===== config.mk =====
export PLATFORM = sky130hd
export DESIGN_NAME = pipe_stage_buffer
export DESIGN_NICKNAME = d
export VERILOG_FILES = /design/src/rtl/pipe_pkg.sv /design/src/rtl/pipe_entry_reg.sv /design/src/rtl/pipe_stage_buffer.sv
export SDC_FILE = /design/constraint.sdc
export NUM_CORES = 1
export LEC_CHECK = 0
export BUFFER_PORTS_ARGS = -buffer_cell sky130_fd_sc_hd__buf_4
export CAP_MARGIN = 20
export CELL_PAD_IN_SITES_DETAIL_PLACEMENT = 1
export CELL_PAD_IN_SITES_GLOBAL_PLACEMENT = 1
export CORE_MARGIN = 2
export CORE_UTILIZATION = 39
export DETAILED_ROUTE_END_ITERATION = 7
export GPL_TIMING_DRIVEN = 0
export PLACE_DENSITY_LB_ADDON = 0.1
export SLEW_MARGIN = 25
export SYNTH_ARGS = -nofsm -noshare
export SYNTH_HDL_FRONTEND = slang
export SYNTH_SLANG_ARGS = --single-unit

===== constraint.sdc =====
create_clock -name Clk -period 1.69 [get_ports Clk]
set_input_delay 0.169 -clock Clk [delete_from_list [all_inputs] [get_ports Clk]]
set_output_delay 0.169 -clock Clk [all_outputs]
set_load 0.03 [all_outputs]

===== src/rtl/pipe_pkg.sv =====
// Shared constants for the elastic pipeline-stage buffer and its users.
package pipe_pkg;

  // Occupancy-coded control states: the state value doubles as the entry count.
  localparam logic [1:0] ST_EMPTY = 2'd0;
  localparam logic [1:0] ST_ONE   = 2'd1;
  localparam logic [1:0] ST_FULL  = 2'd2;

  // All-zero word is the MIPS nop (sll $0,$0,0), so a flushed stage is a bubble.
  localparam logic [31:0] NOP_INSTR = 32'h0000_0000;

  // Field positions inside the IF/ID instance bus (field 0 in the LSBs).
  localparam int F_INSTR  = 0;
  localparam int F_PCNEXT = 1;

endpackage


===== src/rtl/pipe_entry_reg.sv =====
// One held entry of the stage: FIELDS x WIDTH register with load enable and
// synchronous clear that loads FLUSH_VALUE into every field.
module pipe_entry_reg #(
  parameter int               WIDTH       = 32,
  parameter int               FIELDS      = 2,
  parameter logic [WIDTH-1:0] FLUSH_VALUE = '0
) (
  input  logic                    Clk,
  input  logic                    Clr,
  input  logic                    Load,
  input  logic [FIELDS*WIDTH-1:0] D,
  output logic [FIELDS*WIDTH-1:0] Q
);

  logic [FIELDS*WIDTH-1:0] flush_word;
  logic [FIELDS*WIDTH-1:0] q_reg;

  // Replicate the per-field clear value across the whole bus.
  generate
    for (genvar gi = 0; gi < FIELDS; gi++) begin : g_flush_field
      assign flush_word[gi*WIDTH +: WIDTH] = FLUSH_VALUE;
    end
  endgenerate

  // Clear wins over load; otherwise hold, so the output never goes X.
  always_ff @(posedge Clk) begin
    if (Clr) begin
      q_reg <= flush_word;
    end else if (Load) begin
      q_reg <= D;
    end
  end

  assign Q = q_reg;

endmodule


===== src/rtl/pipe_stage_buffer.sv =====
// Elastic pipeline-stage register with valid/ready handshake, flush-to-bubble
// and an optional skid entry that makes In_Ready a pure register output.
module pipe_stage_buffer
  import pipe_pkg::*;
#(
  parameter int               WIDTH       = 32,
  parameter int               FIELDS      = 2,
  parameter int               SKID        = 1,
  parameter logic [WIDTH-1:0] FLUSH_VALUE = '0
) (
  input  logic                    Clk,
  input  logic                    Rst,
  input  logic                    In_Valid,
  output logic                    In_Ready,
  input  logic [FIELDS*WIDTH-1:0] In_Data,
  input  logic                    Flush,
  output logic                    Out_Valid,
  input  logic                    Out_Ready,
  output logic [FIELDS*WIDTH-1:0] Out_Data,
  output logic                    Out_Flushed,
  output logic [1:0]              Occupancy
);

  logic [1:0]              state_reg, state_next;
  logic                    out_valid_reg;
  logic                    out_flushed_reg;
  logic                    in_fire, out_fire;
  logic                    main_load, skid_load, main_sel_skid;
  logic                    entry_clr;
  logic [FIELDS*WIDTH-1:0] main_d, main_q, skid_q;

  assign in_fire   = In_Valid & In_Ready;
  assign out_fire  = out_valid_reg & Out_Ready;
  assign entry_clr = Rst | Flush;
  assign main_d    = main_sel_skid ? skid_q : In_Data;

  // Next-state and entry-load decode; Flush overrides to EMPTY and the entry
  // registers are cleared through entry_clr, so their loads are don't-care.
  always_comb begin
    state_next    = state_reg;
    main_load     = 1'b0;
    skid_load     = 1'b0;
    main_sel_skid = 1'b0;
    case (state_reg)
      ST_EMPTY: begin
        if (in_fire) begin
          state_next = ST_ONE;
          main_load  = 1'b1;
        end
      end
      ST_ONE: begin
        if (in_fire && out_fire) begin
          main_load = 1'b1;
        end else if (in_fire) begin
          // Only reachable with a skid entry; without one In_Ready implies out_fire.
          if (SKID != 0) begin
            state_next = ST_FULL;
            skid_load  = 1'b1;
          end
        end else if (out_fire) begin
          state_next = ST_EMPTY;
        end
      end
      ST_FULL: begin
        if (out_fire) begin
          state_next    = ST_ONE;
          main_load     = 1'b1;
          main_sel_skid = 1'b1;
        end
      end
      default: state_next = ST_EMPTY;
    endcase
    if (Flush) begin
      state_next = ST_EMPTY;
    end
  end

  // Control state and registered status outputs.
  always_ff @(posedge Clk) begin
    if (Rst) begin
      state_reg       <= ST_EMPTY;
      out_valid_reg   <= 1'b0;
      out_flushed_reg <= 1'b0;
    end else begin
      state_reg       <= state_next;
      out_valid_reg   <= (state_next != ST_EMPTY);
      out_flushed_reg <= Flush;
    end
  end

  pipe_entry_reg #(
    .WIDTH       (WIDTH),
    .FIELDS      (FIELDS),
    .FLUSH_VALUE (FLUSH_VALUE)
  ) u_main (
    .Clk  (Clk),
    .Clr  (entry_clr),
    .Load (main_load),
    .D    (main_d),
    .Q    (main_q)
  );

  generate
    if (SKID != 0) begin : g_skid
      logic in_ready_reg;

      // In_Ready registered: accept whenever the next state leaves room.
      always_ff @(posedge Clk) begin
        if (Rst) begin
          in_ready_reg <= 1'b1;
        end else begin
          in_ready_reg <= (state_next != ST_FULL);
        end
      end

      pipe_entry_reg #(
        .WIDTH       (WIDTH),
        .FIELDS      (FIELDS),
        .FLUSH_VALUE (FLUSH_VALUE)
      ) u_skid (
        .Clk  (Clk),
        .Clr  (entry_clr),
        .Load (skid_load),
        .D    (In_Data),
        .Q    (skid_q)
      );

      assign In_Ready = in_ready_reg;
    end else begin : g_noskid
      logic unused_skid_load;
      assign unused_skid_load = skid_load;
      assign skid_q           = '0;
      // Single entry: space exists if empty or the held entry leaves this cycle.
      assign In_Ready         = ~out_valid_reg | Out_Ready;
    end
  endgenerate

  assign Out_Valid   = out_valid_reg;
  assign Out_Data    = main_q;
  assign Out_Flushed = out_flushed_reg;
  assign Occupancy   = state_reg;

endmodule


Word-level counts from Yosys, hierarchy flattened
Cells that the tools add are included.

cells by class
  mux-type cells = 15
  bitwise gates (word level) = 3
  eq/ne operators = 3
  reductions and logical operators = 3

operator list
  operator                                                         number
  64-bit 2-to-1 mux                                                1
  2-bit 2-to-1 mux                                                 6
  1-bit 2-to-1 mux                                                 6
  2-bit case mux with 3 select lines                               1
  1-bit case mux with 3 select lines                               1
  1-bit AND                                                        2
  2-bit by 1-bit == test with 1-bit output, second input constant  1
  2-bit == test, second input constant                             1
  2-bit logical NOT                                                1
  2-bit inequality test, second input constant                     1
  2-bit nonzero test                                               1
  1-bit logical AND                                                1
  1-bit bitwise OR                                                 1

storage, ports and cells
  input bits = 69
  output and inout bits = 69
  word-level logic and storage cells = 30
  register bits = 133

Longest topological paths before layout
  depth after elaboration = 7
  depth in mapped cells = 5
  depth with buffers taken out = 3

Cells and area by module
Synthesis repeated with hierarchy kept, for this count alone.

unflattened totals
  cells, all modules = 511
  area, all modules = 5781.8 µm²

by module, submodules not included
  module             times used  cells each  seq. area each (µm²)  area an instance (µm²)
  pipe_entry_reg     2           206         1281.2                2290.9
  pipe_stage_buffer  1           99          100.1                 1199.9

Least setup slack after synthesis
No wires, ideal clock.

  path type = register to register
  start = reg state_reg[0], in the netlist Occupancy[0]
  end = reg u_main.q_reg[10], in the netlist u_main.Q[10]
  clock period less this slack = 1.463 ns
  data arrival time = 1.342 ns
  path buffers = 2
  path slack = 0.227 ns
  data required time = 1.568 ns
  cell stages (with the launch flop) = 6
  setup time = 0.122 ns
  cell sequence = dfxtp_1 a21bo_2 buf_6 buf_2 a31oi_1 a21oi_1

on the way
  cells in the longest elaborated chain, start to end = 3
  elaborated cells on any way between the ends = 6
  those cells by class = 2 x eq/ne; 3 x mux; 1 x reduce/logical

ends and longest elaborated chain
  what                    RTL line                 RTL
  from (decl)             pipe_stage_buffer.sv:24  logic [1:0] state_reg, state_next;
  from (signal assigned)  pipe_stage_buffer.sv:85  state_reg <= state_next;
  2-bit == test           pipe_stage_buffer.sv:44  case (state_reg)
  1-bit 2-to-1 mux        pipe_stage_buffer.sv:44
  64-bit 2-to-1 mux       pipe_stage_buffer.sv:35  assign main_d = main_sel_skid ? skid_q : In_Data;
  to (signal assigned)    pipe_entry_reg.sv:28     q_reg <= flush_word;
  to (decl)               pipe_entry_reg.sv:16     logic [FIELDS*WIDTH-1:0] q_reg;

Several ways; a longest one is shown, not always the timed one.
A chain may end at the register's enable or synchronous reset.

Worst setup path after layout
  start = reg state_reg[0], in the netlist Occupancy[0]
  end = reg u_main.q_reg[4], in the netlist u_main.Q[4]

Same word-level chain as after synthesis.

==> results.sh <==
export IMPL_syn2layout_area_growth_pct=33.21
export IMPL_dieWidth_um=125.6
export IMPL_cts_tree="yes"
export IMPL_holdPathStages=3
export IMPL_setup_ws_ns=0.1107
export IMPL_final_common_cell="buf_4"
export IMPL_min_delay_start="In_Data[49]"
export IMPL_cts_clk_slew_worst_paths_ns=0.06
export IMPL_htreeDepth=4
export IMPL_dp_hpwl_um=13320
export IMPL_dieArea_mm2=0.01577
export IMPL_tightestPinTransition_ns=0.5964
export IMPL_nets=896
export IMPL_path_cells="nand4b_1 -> buf_4 -> clkbuf_1 -> o21ai_0 -> a21oi_1"
export IMPL_drc=0
export IMPL_cts_made_buffers=17
export IMPL_path_max_fanout=10
export IMPL_synth_top_area_cell="dfxtp_1"
export IMPL_worstSkewPairLatency_ns=0.42
export IMPL_arrival_ns=1.93
export IMPL_leakage_nw=2.907
export IMPL_cts_root_buf="clkbuf_16"
export IMPL_synth_distinct_cells=26
export IMPL_rrSetupSlack_ns=0.11
export IMPL_worstHoldEndpoint="g_skid.u_skid.Q[49]"
export IMPL_gp_congestion=0.7909
export IMPL_fin_crit_sh=0.9345
export IMPL_critPathKind="reg2reg"
export IMPL_die_h_um=125.6
export IMPL_setup_violations=0
export IMPL_synth_top_area_share=0.4619
export IMPL_cts_num_sinks=133
export IMPL_slew_headroom=0.6024
export IMPL_ys_seq_elements=133
export IMPL_power_mw=8.013
export IMPL_core_area_mm2=0.01448
export IMPL_end_kind="flop"
export IMPL_viasPerCell=5.506
export IMPL_dr_pass1_iters=4
export IMPL_status="finished clean"
export IMPL_tns_ns=0
export IMPL_post_cts_buffers=0
export IMPL_reg2reg_depth=5
export IMPL_dp_slack_ns=0.01446
export IMPL_wirelength_um=19280
export IMPL_avgSynthCellArea_um2=8.616
export IMPL_rsz0062_at_grt="false"
export IMPL_wire_per_inst_um=18.82
export IMPL_fp_row_count=44
export IMPL_cp_slowest_cell="dfxtp_1"
export IMPL_cap_violations=0
export IMPL_synth_seq_area_share=0.4619
export IMPL_fill_cells=1729
export IMPL_fin_skew_ns=0.004363
export IMPL_synthTopCellsByArea="dfxtp_1, mux2i_1, o21ai_0, nand2_1, a31oi_1"
export IMPL_clock_path_buffers=2
export IMPL_vias=5638
export IMPL_grt_max_degree=17
export IMPL_insertedDiodeCount=0
export IMPL_utilization=0.5303
export IMPL_drtIter0Drc=238
export IMPL_drt_antenna_violating_nets=0
export IMPL_portBuffers=137
export IMPL_synth_cells=669
export IMPL_grt_pass1_vias=6109
export IMPL_start_util=0.3981
export IMPL_fin_crit_ns=1.579
export IMPL_cp_startpoint="Occupancy[0]"
export IMPL_antenna_found_initial=0
export IMPL_grt_pass1_wl_um=31040
export IMPL_finalHoldViolCount=0
export IMPL_most_common_layout_cells="buf_4, dfxtp_1, nand2_1"
export IMPL_final_layout_size_suffix_gt1_frac=0.2643
export IMPL_boundaryPins=138
export IMPL_slew_violations=0
export IMPL_r2r_end="u_main.Q[4]"
export IMPL_max_freq_ghz=0.6332
export IMPL_p_per_area_mw_per_mm2=1044
export IMPL_hp_class="in2reg"
export IMPL_crit_required_ns=2.04
export IMPL_vdd_ir_drop_max_mv=0.7121
export IMPL_synthesis_area_mm2=0.005764
export IMPL_yosys_warnings=0
export IMPL_groute_usage_overall=0.2444
export IMPL_r2r_start="Occupancy[0]"
export IMPL_syn_nets=738
export IMPL_overflow=0
export IMPL_crit_path_start_kind="flop"
export IMPL_cp_slowest_stage_delay_ns=0.46
[area by class of cell]
class                           count  area (µm²)  share of cell area
Inverter                            1       3.754           0.0004888
Sequential cell                   133        2663              0.3467
Clock inverter                      9       122.6             0.01597
Clock buffer                       23       498.0             0.06485
Tap cell                          184       230.2             0.02998
Multi-Input combinational cell    466        2620              0.3412
Timing Repair Buffer              139        1049              0.1365
Buffer                             69       493.0             0.06420
[cells in the mapped netlist, drive strengths merged]
cell and instances:
mux2i 64, nand4b 2, nor2b 1, inv 1, buf 42, and3b 1, nand2 130, a221o 1
dfxtp 133, nand3b 1, and4b 1, a221oi 1, a31oi 65, a21boi 1, a21bo 1, nor2 1
clkbuf 27, nand2b 1, o21ai 128, a21oi 66, or2 1
[cells by family (layout without fill, tap and decap cells)]
family | Yosys count | after routing | synth area share
AOI/OAI and AO/OA | 263 | 263 | 0.2459
and+or+nand+nor | 139 | 139 | 0.09681
DFF | 133 | 133 | 0.4619
buffers and inverters | 70 | 241 | 0.08422
muxes | 64 | 64 | 0.1111
[through the flow]
| step | std cells | cell area [µm²] | hold slack (ns) |
|---|---|---|---|
| 6_report | 1024 | 7679 | 0.01537 |
| 5_1_grt | 1024 | 7679 | 0.01892 |
| 4_1_cts | 1024 | 7664 | 0.004595 |
| 3_5_place_dp | 990 | 7023 | 0.3440 |
| 3_3_place_gp | 990 | 7023 | 0.3448 |
| 2_1_floorplan | 669 | 5764 | 0.2406 |
[worst max-delay path, delay by kind of cell, from the launching register on]
family	cells	cell delay [ns]
AOI/OAI and AO/OA	2	0.32
buffers and inverters	2	0.54
DFF	1	0.46
and+or+nand+nor	1	0.17
[per-layer routing]
metal,routed length [µm],track usage
met1,8562,0.3013
met2,9495,0.4235
met3,782,0.04365
met4,436,0.09477
met5,0,0
[registers in the layout, summed over array words and instances, names as in the netlist]
name / flops
Occupancy: 2
Out_Valid: 1
g_skid.u_skid.Q: 64
Out_Flushed: 1
In_Ready: 1
u_main.Q: 64
[worst max-delay path by stage]
stage | end | slack [ns] | cells past startpoint
global route | u_main.Q[12] | 0.02 | 5
detailed placement | g_skid.u_skid.Q[46] | 0.01 | 6
finish | u_main.Q[4] | 0.11 | 5
global placement | g_skid.u_skid.Q[43] | 0.08 | 6
CTS | u_main.Q[51] | 0.03 | 4
floorplan | u_main.Q[10] | 0.23 | 5
[power by group]
part	total, mW	internal [mW]	switching (mW)
registers	3.25	3.21	0.0405
clock network	3.88	2.50	1.38
logic	0.883	0.355	0.528
[what timing repair did]
action	in CTS	in global routing
endpoints found under the hold margin	1	0
hold buffers	2	0
setup endpoints to repair	0	39
gates resized for setup	0	18
Power figures use the tool's default switching activity.
